===== src/rtl/hex7seg_scan_ctrl_if.sv =====
// Purpose : load handshake and display outputs of the 7-segment scan controller.
// Latency : n/a (signal bundle only).
// Backpressure: load_ready low holds off the value source until the next frame boundary.
//
// Signals:
//   load, load_data, dp_in     value source -> controller (valid + payload)
//   load_ready                 controller -> source
//   an, a_to_g, dp, frame_tick controller -> display / observers
interface hex7seg_scan_ctrl_if #(
    parameter int NDIG = 4
);
    logic                load;
    logic [4*NDIG-1:0]   load_data;
    logic                load_ready;
    logic [NDIG-1:0]     dp_in;
    logic [NDIG-1:0]     an;
    logic [6:0]          a_to_g;
    logic                dp;
    logic                frame_tick;

    modport master (
        output load, load_data, dp_in,
        input  load_ready, an, a_to_g, dp, frame_tick
    );

    modport slave (
        input  load, load_data, dp_in,
        output load_ready, an, a_to_g, dp, frame_tick
    );
endinterface


===== src/rtl/hex7seg_scan_ctrl.sv =====
// Purpose : time-multiplexed hex scan of an NDIG-digit common-anode 7-segment display.
// Latency : all outputs registered, one cycle behind the scan state.
// Backpressure: one value can be pending; load_ready stays low until it commits at a frame boundary.
//
// Ports:
//   clk  rising-edge clock
//   clr  synchronous active-high reset
//   bus  slave side of hex7seg_scan_ctrl_if (load/load_data/dp_in in,
//        load_ready/an/a_to_g/dp/frame_tick out)
// Optional build macro: HEX7SEG_LZ_SUPPRESS_EN blanks leading zero digits (digit 0 always shown).
module hex7seg_scan_ctrl #(
    parameter int NDIG = 4,
    parameter int DIV  = 50000,
    parameter int GAP  = 8
) (
    input  logic               clk,
    input  logic               clr,
    hex7seg_scan_ctrl_if.slave bus
);
    localparam int IW   = (NDIG > 1) ? $clog2(NDIG) : 1;
    localparam int CMAX = (DIV > GAP) ? DIV : GAP;
    localparam int CW   = $clog2(CMAX);

    localparam logic [CW-1:0] DIV_LAST = CW'(DIV - 1);
    localparam logic [CW-1:0] GAP_LAST = CW'(GAP - 1);
    localparam logic [IW-1:0] IDX_LAST = IW'(NDIG - 1);

    typedef enum logic {
        S_SHOW = 1'b0,
        S_GAP  = 1'b1
    } state_t;

    state_t            state, state_n;
    logic [IW-1:0]     idx, idx_n;
    logic [CW-1:0]     cnt, cnt_n;
    logic              wrap;

    logic [4*NDIG-1:0] disp, shadow;
    logic [NDIG-1:0]   dp_reg, dp_shadow;
    logic              ready_q;

    logic [NDIG-1:0]   an_n, an_q;
    logic [6:0]        seg_n, seg_q;
    logic              dp_n, dp_q, tick_q;

    logic [3:0]        nib [NDIG];

    function automatic logic [6:0] hex_font(input logic [3:0] h);
        logic [6:0] s;
        case (h)
            4'h0:    s = 7'b1111110;
            4'h1:    s = 7'b0110000;
            4'h2:    s = 7'b1101101;
            4'h3:    s = 7'b1111001;
            4'h4:    s = 7'b0110011;
            4'h5:    s = 7'b1011011;
            4'h6:    s = 7'b1011111;
            4'h7:    s = 7'b1110000;
            4'h8:    s = 7'b1111111;
            4'h9:    s = 7'b1111011;
            4'hA:    s = 7'b1110111;
            4'hB:    s = 7'b0011111;
            4'hC:    s = 7'b1001110;
            4'hD:    s = 7'b0111101;
            4'hE:    s = 7'b1001111;
            default: s = 7'b1000111;
        endcase
        return s;
    endfunction

    always_comb begin
        for (int k = 0; k < NDIG; k++) begin
            nib[k] = disp[4*k +: 4];
        end
    end

`ifdef HEX7SEG_LZ_SUPPRESS_EN
    // lz[k] is set when nibbles NDIG-1..k are all zero; lz[0] stays clear.
    logic [NDIG-1:0] lz;
    always_comb begin : lz_scan
        logic run;
        lz  = '0;
        run = 1'b1;
        for (int k = NDIG - 1; k >= 1; k--) begin
            run   = run & (nib[k] == 4'h0);
            lz[k] = run;
        end
    end
`endif

    // Scan state register.
    always_ff @(posedge clk) begin
        if (clr) begin
            state <= S_SHOW;
            idx   <= '0;
            cnt   <= '0;
        end else begin
            state <= state_n;
            idx   <= idx_n;
            cnt   <= cnt_n;
        end
    end

    // Next scan state plus the output values for the current slot.
    always_comb begin
        state_n = state;
        idx_n   = idx;
        cnt_n   = cnt + CW'(1);
        wrap    = 1'b0;
        an_n    = '1;
        seg_n   = '0;
        dp_n    = 1'b0;

        case (state)
            S_SHOW: begin
                if (cnt == DIV_LAST) begin
                    cnt_n   = '0;
                    state_n = S_GAP;
                end
                an_n[idx] = 1'b0;
                seg_n     = hex_font(nib[idx]);
                dp_n      = dp_reg[idx];
`ifdef HEX7SEG_LZ_SUPPRESS_EN
                // Blanked digit keeps its slot time; its dp bit still shows.
                if (lz[idx]) begin
                    an_n  = '1;
                    seg_n = '0;
                end
`endif
            end
            S_GAP: begin
                if (cnt == GAP_LAST) begin
                    cnt_n   = '0;
                    state_n = S_SHOW;
                    if (idx == IDX_LAST) begin
                        idx_n = '0;
                        wrap  = 1'b1;
                    end else begin
                        idx_n = idx + IW'(1);
                    end
                end
            end
            default: begin
                state_n = S_SHOW;
                cnt_n   = '0;
            end
        endcase
    end

    // Handshake, shadow/display registers and registered outputs.
    always_ff @(posedge clk) begin
        if (clr) begin
            disp      <= '0;
            dp_reg    <= '0;
            shadow    <= '0;
            dp_shadow <= '0;
            ready_q   <= 1'b1;
            an_q      <= '1;
            seg_q     <= '0;
            dp_q      <= 1'b0;
            tick_q    <= 1'b0;
        end else begin
            an_q   <= an_n;
            seg_q  <= seg_n;
            dp_q   <= dp_n;
            tick_q <= wrap;

            // ready_q low means a value is pending; only such a value commits.
            if (wrap && !ready_q) begin
                disp   <= shadow;
                dp_reg <= dp_shadow;
            end

            // A transfer on the boundary edge itself finds nothing pending,
            // so it waits for the following boundary.
            if (bus.load && ready_q) begin
                shadow    <= bus.load_data;
                dp_shadow <= bus.dp_in;
                ready_q   <= 1'b0;
            end else if (wrap) begin
                ready_q   <= 1'b1;
            end
        end
    end

    assign bus.load_ready = ready_q;
    assign bus.an         = an_q;
    assign bus.a_to_g     = seg_q;
    assign bus.dp         = dp_q;
    assign bus.frame_tick = tick_q;

endmodule


===== src/flat_wrapper.sv =====
// flat-port wrapper written by rule: the top's interface ports become plain ports
module hex7seg_scan_ctrl_flat 
#(
    parameter int NDIG = 4,
    parameter int DIV  = 50000,
    parameter int GAP  = 8
)
  (clk, clr, bus_load, bus_load_data, bus_dp_in, bus_load_ready, bus_an, bus_a_to_g, bus_dp, bus_frame_tick);
  hex7seg_scan_ctrl_if #(.NDIG(NDIG)) bus_i ();
  input  logic clk;
  input  logic clr;
  input wire logic [$bits(bus_i.load)-1:0] bus_load;
  input wire logic [$bits(bus_i.load_data)-1:0] bus_load_data;
  input wire logic [$bits(bus_i.dp_in)-1:0] bus_dp_in;
  output wire logic [$bits(bus_i.load_ready)-1:0] bus_load_ready;
  output wire logic [$bits(bus_i.an)-1:0] bus_an;
  output wire logic [$bits(bus_i.a_to_g)-1:0] bus_a_to_g;
  output wire logic [$bits(bus_i.dp)-1:0] bus_dp;
  output wire logic [$bits(bus_i.frame_tick)-1:0] bus_frame_tick;
  assign bus_i.load = bus_load;
  assign bus_i.load_data = bus_load_data;
  assign bus_i.dp_in = bus_dp_in;
  assign bus_load_ready = bus_i.load_ready;
  assign bus_an = bus_i.an;
  assign bus_a_to_g = bus_i.a_to_g;
  assign bus_dp = bus_i.dp;
  assign bus_frame_tick = bus_i.frame_tick;
  hex7seg_scan_ctrl #(.NDIG(NDIG), .DIV(DIV), .GAP(GAP)) u_core (.clk(clk), .clr(clr), .bus(bus_i));
endmodule

===== config.mk =====
export PLATFORM = sky130hd
export DESIGN_NAME = hex7seg_scan_ctrl_flat
export DESIGN_NICKNAME = d
export VERILOG_FILES = /design/src/rtl/hex7seg_scan_ctrl_if.sv /design/src/rtl/hex7seg_scan_ctrl.sv /design/src/flat_wrapper.sv
export SDC_FILE = /design/constraint.sdc
export NUM_CORES = 1
export LEC_CHECK = 0
export CAP_MARGIN = 20
export CORE_ASPECT_RATIO = 1.25
export CORE_MARGIN = 2
export CORE_UTILIZATION = 56
export DETAILED_ROUTE_END_ITERATION = 16
export PLACE_DENSITY = 0.78
export SLEW_MARGIN = 0
export SYNTH_ARGS = -nofsm -noshare
export SYNTH_HDL_FRONTEND = slang
export SYNTH_SLANG_ARGS = --single-unit

===== constraint.sdc =====
create_clock -name clk -period 2.7 [get_ports clk]
set_input_delay 0.54 -clock clk [delete_from_list [all_inputs] [get_ports clk]]
set_output_delay 0.54 -clock clk [all_outputs]
set_load 0.01 [all_outputs]

==> run_results.csv, run 1 <==
group,metric,value,unit
critical_path,worst_path_max_delay_cell,"or4b_2",
synthesis,synth-edff-count,0,
final_layout,layout-drive-gt1-share,0.1374,
final_layout,diodes,0,
timing,rsz0062_at_grt,"no",
critical_path,path_buf_inv,1,
die,start_util,0.5711,
die,placementRows,31,
clocking,h-tree-depth,3,
synthesis,synth_top_area_frac,0.4458,
grt,grt_pass1_vias,2487,
synthesis,seq_area_frac_synth,0.4458,
synthesis,async_flop_share,0,
synthesis,synth_ff_type,"dfxtp_1",
timing,finalSetupTns,0,ps
critical_path,cp_max_fo,16,
final_layout,fin_nets,423,
clocking,cts_hold_buf,0,
clocking,post-cts-setup-buffers,0,
critical_path,max_stage_delay,660,ps
critical_path,critPathLaunchType,"register",
run_status,status,"finished, final reports clean",
grt,antenna_found_initial,0,
final_layout,reg_top3,"u_core.cnt: 16 flops, u_core.disp: 16 flops, u_core.shadow: 16 flops",
grt,grt_max_degree,38,
detailed_routing,routed_wirelength,6630,um
timing,worstMarginPinSlew,670.4,ps
timing,drv_slew,0,
synthesis,syn_area,3278,um2
detailed_routing,dr.pass1.iters,4,
synthesis,synth_cells,358,
critical_path,required,2910,ps
synthesis,yosysTopAreaCell,"dfxtp_1",
synthesis,avgSynthCellArea,9.157,um2
synthesis,ys_types,41,
timing,fmax,435.1,MHz
detailed_routing,wl_per_cell,14.44,um
pwr,power_density,528.8,nW/um2
detailed_routing,drc,0,
final_layout,area_growth_syn_to_layout,17.82,%
detailed_routing,antenna_left,0,
timing,period_share,0.8513,
critical_path,crit_chain,"or4b_2 -> or4_1 -> buf_4 -> o31ai_2 -> a21oi_1",
synthesis,ys_warn_count,0,
clocking,clock-root-buffer,"clkbuf_8",
detailed_routing,first_iter_violations,137,
timing,final_hold_viol_count,0,
final_layout,layoutNonFillerInstCount,459,
die,die_w,72.43,um
die,die-height,89.54,um
flow_run,maxCapViolations,0,
critical_path,crit_family,"simple AND/OR/NAND/NOR gates",
clocking,cts.sinks,73,
placement,dp.cells,443,
die,die-area,6485,um2
clocking,clk_pin_slew,70,ps
synthesis,ys_seq_elements,73,
die,io_pins,37,
critical_path,crit_type,"reg -> reg",
placement,portBuffers,36,
detailed_routing,routed_via_density,5.776,
synthesis,synth_most_common_cell,"dfxtp_1",
die,core,5741,um2
clocking,cts_inserted_buffers,9,
clocking,cts_tree,"done",
timing,setup_viol,0,
detailed_routing,num_vias,2651,
grt,grt_overflow,0,
worst_hold_path,hold_class,"reg -> reg",
critical_path,endpoint_kind,"register",
timing,skew,12.08,ps
clocking,ctsLongestPathBuffers,2,
grt,grt_pass1_wl,11340,um
critical_path,cp.arrival,2510,ps
timing,min_period,2299,ps
synthesis,synth_area_leaders,"dfxtp_1, o31ai_2, nand2_1, a21oi_1, ha_1",
pwr,p_leak,1.322,nW
pwr,worst_ir_drop_vdd,0.0003732,V
clocking,postCtsResizedCells,0,
clocking,clk-insertion-delay-late,340,ps
synthesis,synth_commonest_cells,"dfxtp_1, nand2_1, a21oi_1",
timing,max_slew_margin,0.5518,
grt,grt_usage,0.2243,
synthesis,synth_fp_nets,393,
placement,gp_congestion,0.9072,
placement,place_hpwl,4558,um
final timing paths:
| kind | slack [ps] | start | end | depth (start not counted) |
|---|---|---|---|---|
| max | 400 | u_core.cnt[12] | u_core.dp_reg[1] | 5 |
| min | 450 | u_core.cnt[0] | u_core.cnt[0] | 1 |
| max reg2reg | 400 | u_core.cnt[12] | u_core.dp_reg[1] | 5 |
| min reg2reg | 450 | u_core.cnt[0] | u_core.cnt[0] | 1 |
area by class of cell:
cell class / instances / area (um2)
clock buffer: 12 / 165.2
clock inverter: 4 / 26.28
fill: 464 / 1878
inverter: 12 / 45.04
multi-input combinational: 246 / 1647
sequential: 73 / 1461
tap: 66 / 82.58
timing repair buffer: 46 / 435.4
metal layers:
layer / part of all wire / GRT usage / vias to the layer above
li1: - / - / 1326
met1: 0.46 / 0.2927 / 1243
met3: 0.041 / 0.03946 / 6
met2: 0.49 / 0.3636 / 76
met4: 0.010 / 0.1044 / 0
met5: 0 / 0 / -
cell usage in the layout (no fill, tap or decap), drive strengths merged, types with 21 or more instances in the layout:
cell type      instances
clkdlybuf4s50         36
nor2                  26
nand2                 55
a21oi                 41
o31ai                 21
dfxtp                 73
nand4                 23
cells by family after synthesis:
logic type / count (synthesis) / synth area share
XOR/XNOR: 14 / 0.03741
multiplexers: 8 / 0.04389
AND/OR/NAND/NOR: 137 / 0.2042
flip-flops: 73 / 0.4458
adder cells (fa/ha/maj): 12 / 0.04580
buffers and inverters: 39 / 0.05191
AO/OA/AOI/OAI: 75 / 0.1710
worst reg2reg max path: stages (launching register included):
cell and delay, ps:
dfxtp_1 370, or4b_2 670, or4_1 560, buf_4 280, o31ai_2 220, a21oi_1 90
power by group:
part	leakage [nW]	internal, W	switching [W]	total, W
clock network	0.0984	0.000407	0.000393	0.000801
logic	0.629	0.0000599	0.0000651	0.000125
registers	0.595	0.00110	0.0000137	0.00112
total	1.32	0.00157	0.000472	0.00204
per-stage QoR:
stage	total power [W]	cell area [um2]	util	hold WS, ps	setup WS, ps
global placement	0.001264	3671	0.6395	427.8	471.0
CTS	0.002052	3862	0.6728	455.0	407.3
finish	0.002043	3862	0.6728	448.0	401.5
floorplan	0.001207	3278	-	417.5	647.6
detailed placement	0.001267	3671	0.6395	444.8	414.6
global route	0.002116	3862	0.6728	475.0	274.6
No activity file was read; power rests on OpenSTA's default activity.
==> run 2, diff against run 1 <==
--- a/config.mk
+++ b/config.mk
@@ -8,9 +8,10 @@
 export CAP_MARGIN = 20
 export CORE_ASPECT_RATIO = 1.25
 export CORE_MARGIN = 2
-export CORE_UTILIZATION = 56
+export CORE_UTILIZATION = 58
+export CTS_BUF_LIST = sky130_fd_sc_hd__clkbuf_8
 export DETAILED_ROUTE_END_ITERATION = 16
-export PLACE_DENSITY = 0.78
+export PLACE_DENSITY = 0.8
 export SLEW_MARGIN = 0
 export SYNTH_ARGS = -nofsm -noshare
 export SYNTH_HDL_FRONTEND = slang
==> run 2 against run 1 <==
Via count rose by 1.7%. Clock-buffer cell count down 3. First-iteration DRC count grew 28%. Die area is 3.3% lower. Non-clock buffer count fell by 1. Cell count fell by 0.65%. Maximum frequency shrank 1.2%. Flip-flop and latch count did not move. Largest cell class unchanged.
==> run_results.csv, run 2 (synthesis results as in run 1) <==
group,metric,value,unit
critical_path,crit_end,"u_core.cnt[15]",
critical_path,crit_path_frequent_cell,"or4_1",
critical_path,critPathLaunchType,"register",
die,start_util,0.6023,
pwr,worst_ir_drop_vdd,0.0003869,V
final_layout,final_cell_mix,"dfxtp_1, nand2_1, a21oi_1",
final_layout,diodes,0,
critical_path,r2r-start,"u_core.cnt[11]",
detailed_routing,routed_via_density,5.914,
timing,rsz0062_at_grt,"no",
clocking,cts_inserted_buffers,9,
run_status,status,"finished, final reports clean",
final_layout,area_growth_syn_to_layout,19.08,%
timing,min_period,2326,ps
pwr,switching_share,0.2186,
critical_path,max_stage_delay,590,ps
timing,fmax,429.9,MHz
detailed_routing,routed_wirelength,7048,um
die,io_pins,37,
timing,skew,8.236,ps
placement,gp_congestion,0.8839,
timing,worstMarginPinSlew,693.2,ps
clocking,cts_tree,"done",
die,core,5443,um2
detailed_routing,first_iter_violations,176,
placement,place_hpwl,4756,um
detailed_routing,num_vias,2697,
critical_path,reg2reg_slack,370,ps
pwr,seqPwrFrac,0.492,
grt,antenna_found_initial,0,
final_layout,layoutNonFillerInstCount,456,
grt,grt_pass1_wl,11940,um
detailed_routing,drc,0,
clocking,clk_pin_slew,80,ps
pwr,power_frac_clock,0.453,
critical_path,crit_chain,"or4_1 -> or4_1 -> buf_4 -> o211ai_2 -> nor2_1",
pwr,power_density,582.2,nW/um2
detailed_routing,dr.pass1.iters,4,
timing,period_share,0.8614,
final_layout,layout-drive-gt1-share,0.1352,
worst_hold_path,hold_class,"reg -> reg",
clocking,cts.sinks,73,
critical_path,crit_start,"u_core.cnt[11]",
grt,grt_overflow,0,
placement,dp.cells,440,
pwr,p_int,0.001776,W
timing,setup_viol,0,
timing,finalSetupTns,0,ps
timing,final_hold_viol_count,0,
critical_path,endpoint_kind,"register",
clocking,h-tree-depth,3,
critical_path,required,2910,ps
die,die_w,71.24,um
timing,drv_slew,0,
grt,grt_usage,0.2424,
final_layout,fin_nets,422,
final_layout,reg_top3,"u_core.cnt: 16 flops, u_core.disp: 16 flops, u_core.shadow: 16 flops",
pwr,p_leak,1.335,nW
critical_path,worst_path_max_delay_cell,"or4_1",
clocking,ctsLongestPathBuffers,2,
clocking,clock-root-buffer,"clkbuf_8",
flow_run,maxCapViolations,0,
grt,grt_pass1_vias,2583,
die,die-area,6273,um2
clocking,clk-insertion-delay-late,350,ps
pwr,comb_power_share,0.055,
detailed_routing,wl_per_cell,15.46,um
timing,max_slew_margin,0.5365,
detailed_routing,antenna_left,0,
critical_path,crit_type,"reg -> reg",
critical_path,worst_r2r_path_depth,5,
die,placementRows,30,
clocking,cts_hold_buf,0,
critical_path,r2r-end,"u_core.cnt[15]",
critical_path,cp.arrival,2530,ps
critical_path,cp_max_fo,24,
clocking,postCtsResizedCells,0,
pwr,total_power,0.002273,W
placement,portBuffers,36,
clocking,post-cts-setup-buffers,0,
grt,grt_max_degree,44,
pwr,switchingPower,0.0004968,W
die,die-height,88.06,um
final_layout,final_common_cell,"dfxtp_1",
[run 2: changes by cell type in the layout (fill, tap and decap cells not counted), sizes merged]
cell      before  now
bufinv         0    3
clkinv         3    2
clkinvlp       1    2
clkbuf        12    9
buf           10    9
[run 2: critical path: cells and delay by family (launching register included)]
family                 cells  cell delay (ps)
buffers and inverters      1              260
AOI/OAI and AO/OA          1              310
DFF                        1              370
and+or+nand+nor            3             1230
[run 2: layout make-up]
type | count | area, um2
timing repair buffer | 45 | 427.9
sequential | 73 | 1461
multi-input combinational | 246 | 1647
clock inverter | 7 | 118.9
fill | 416 | 1539
tap | 64 | 80.08
clock buffer | 9 | 123.9
inverter | 12 | 45.04
[run 2: metrics by stage]
stage / util / cell area (um2) / hold slack, ps / setup WS [ps]
final: 0.7172 / 3904 / 454.9 / 374.1
after global routing: 0.7172 / 3904 / 482.1 / 278.7
after CTS: 0.7172 / 3904 / 454.9 / 386.7
after detailed placement: 0.6726 / 3661 / 441.0 / 399.0
after global placement: 0.6726 / 3661 / 428.7 / 494.3
after floorplan: - / 3278 / 417.5 / 647.6
[run 2: worst min path at each step]
stage,end,startpoint,slack [ps],cells after the start
3_3_place_gp,u_core.cnt[0],u_core.cnt[0],430,1
5_1_grt,u_core.shadow[2],u_core.shadow[2],480,2
6_report,u_core.cnt[0],u_core.cnt[0],450,1
4_1_cts,u_core.cnt[0],u_core.cnt[0],450,1
2_1_floorplan,u_core.cnt[0],u_core.cnt[0],420,1
3_5_place_dp,u_core.cnt[0],u_core.cnt[0],440,1
[run 2: per-layer routing]
layer  wire length [um]  part of all wire  GRT usage  vias up
met1               3075              0.44     0.3035     1288
met2               3529              0.50     0.3948       70
li1                   -                 -          -     1325
met4                117             0.017     0.1338        0
met5                  0                 0          0        -
met3                325             0.046    0.04488       14
[run 2: power groups by stage]
stage,logic (W),registers [W],clock network [W]
finish,0.000125,0.00112,0.00103
global route,0.000140,0.00112,0.00109
CTS,0.000126,0.00112,0.00104
detailed placement,0.000125,0.00114,0
global placement,0.000122,0.00114,0
floorplan,0.0000637,0.00114,0
==> run 3, diff against run 2 <==
--- a/config.mk
+++ b/config.mk
@@ -5,7 +5,7 @@
 export SDC_FILE = /design/constraint.sdc
 export NUM_CORES = 1
 export LEC_CHECK = 0
-export CAP_MARGIN = 20
+export CAP_MARGIN = 0
 export CORE_ASPECT_RATIO = 1.25
 export CORE_MARGIN = 2
 export CORE_UTILIZATION = 58
==> results of run 3 <==
Same layout as run 2: the final DEF is identical, and so are final timing and power.
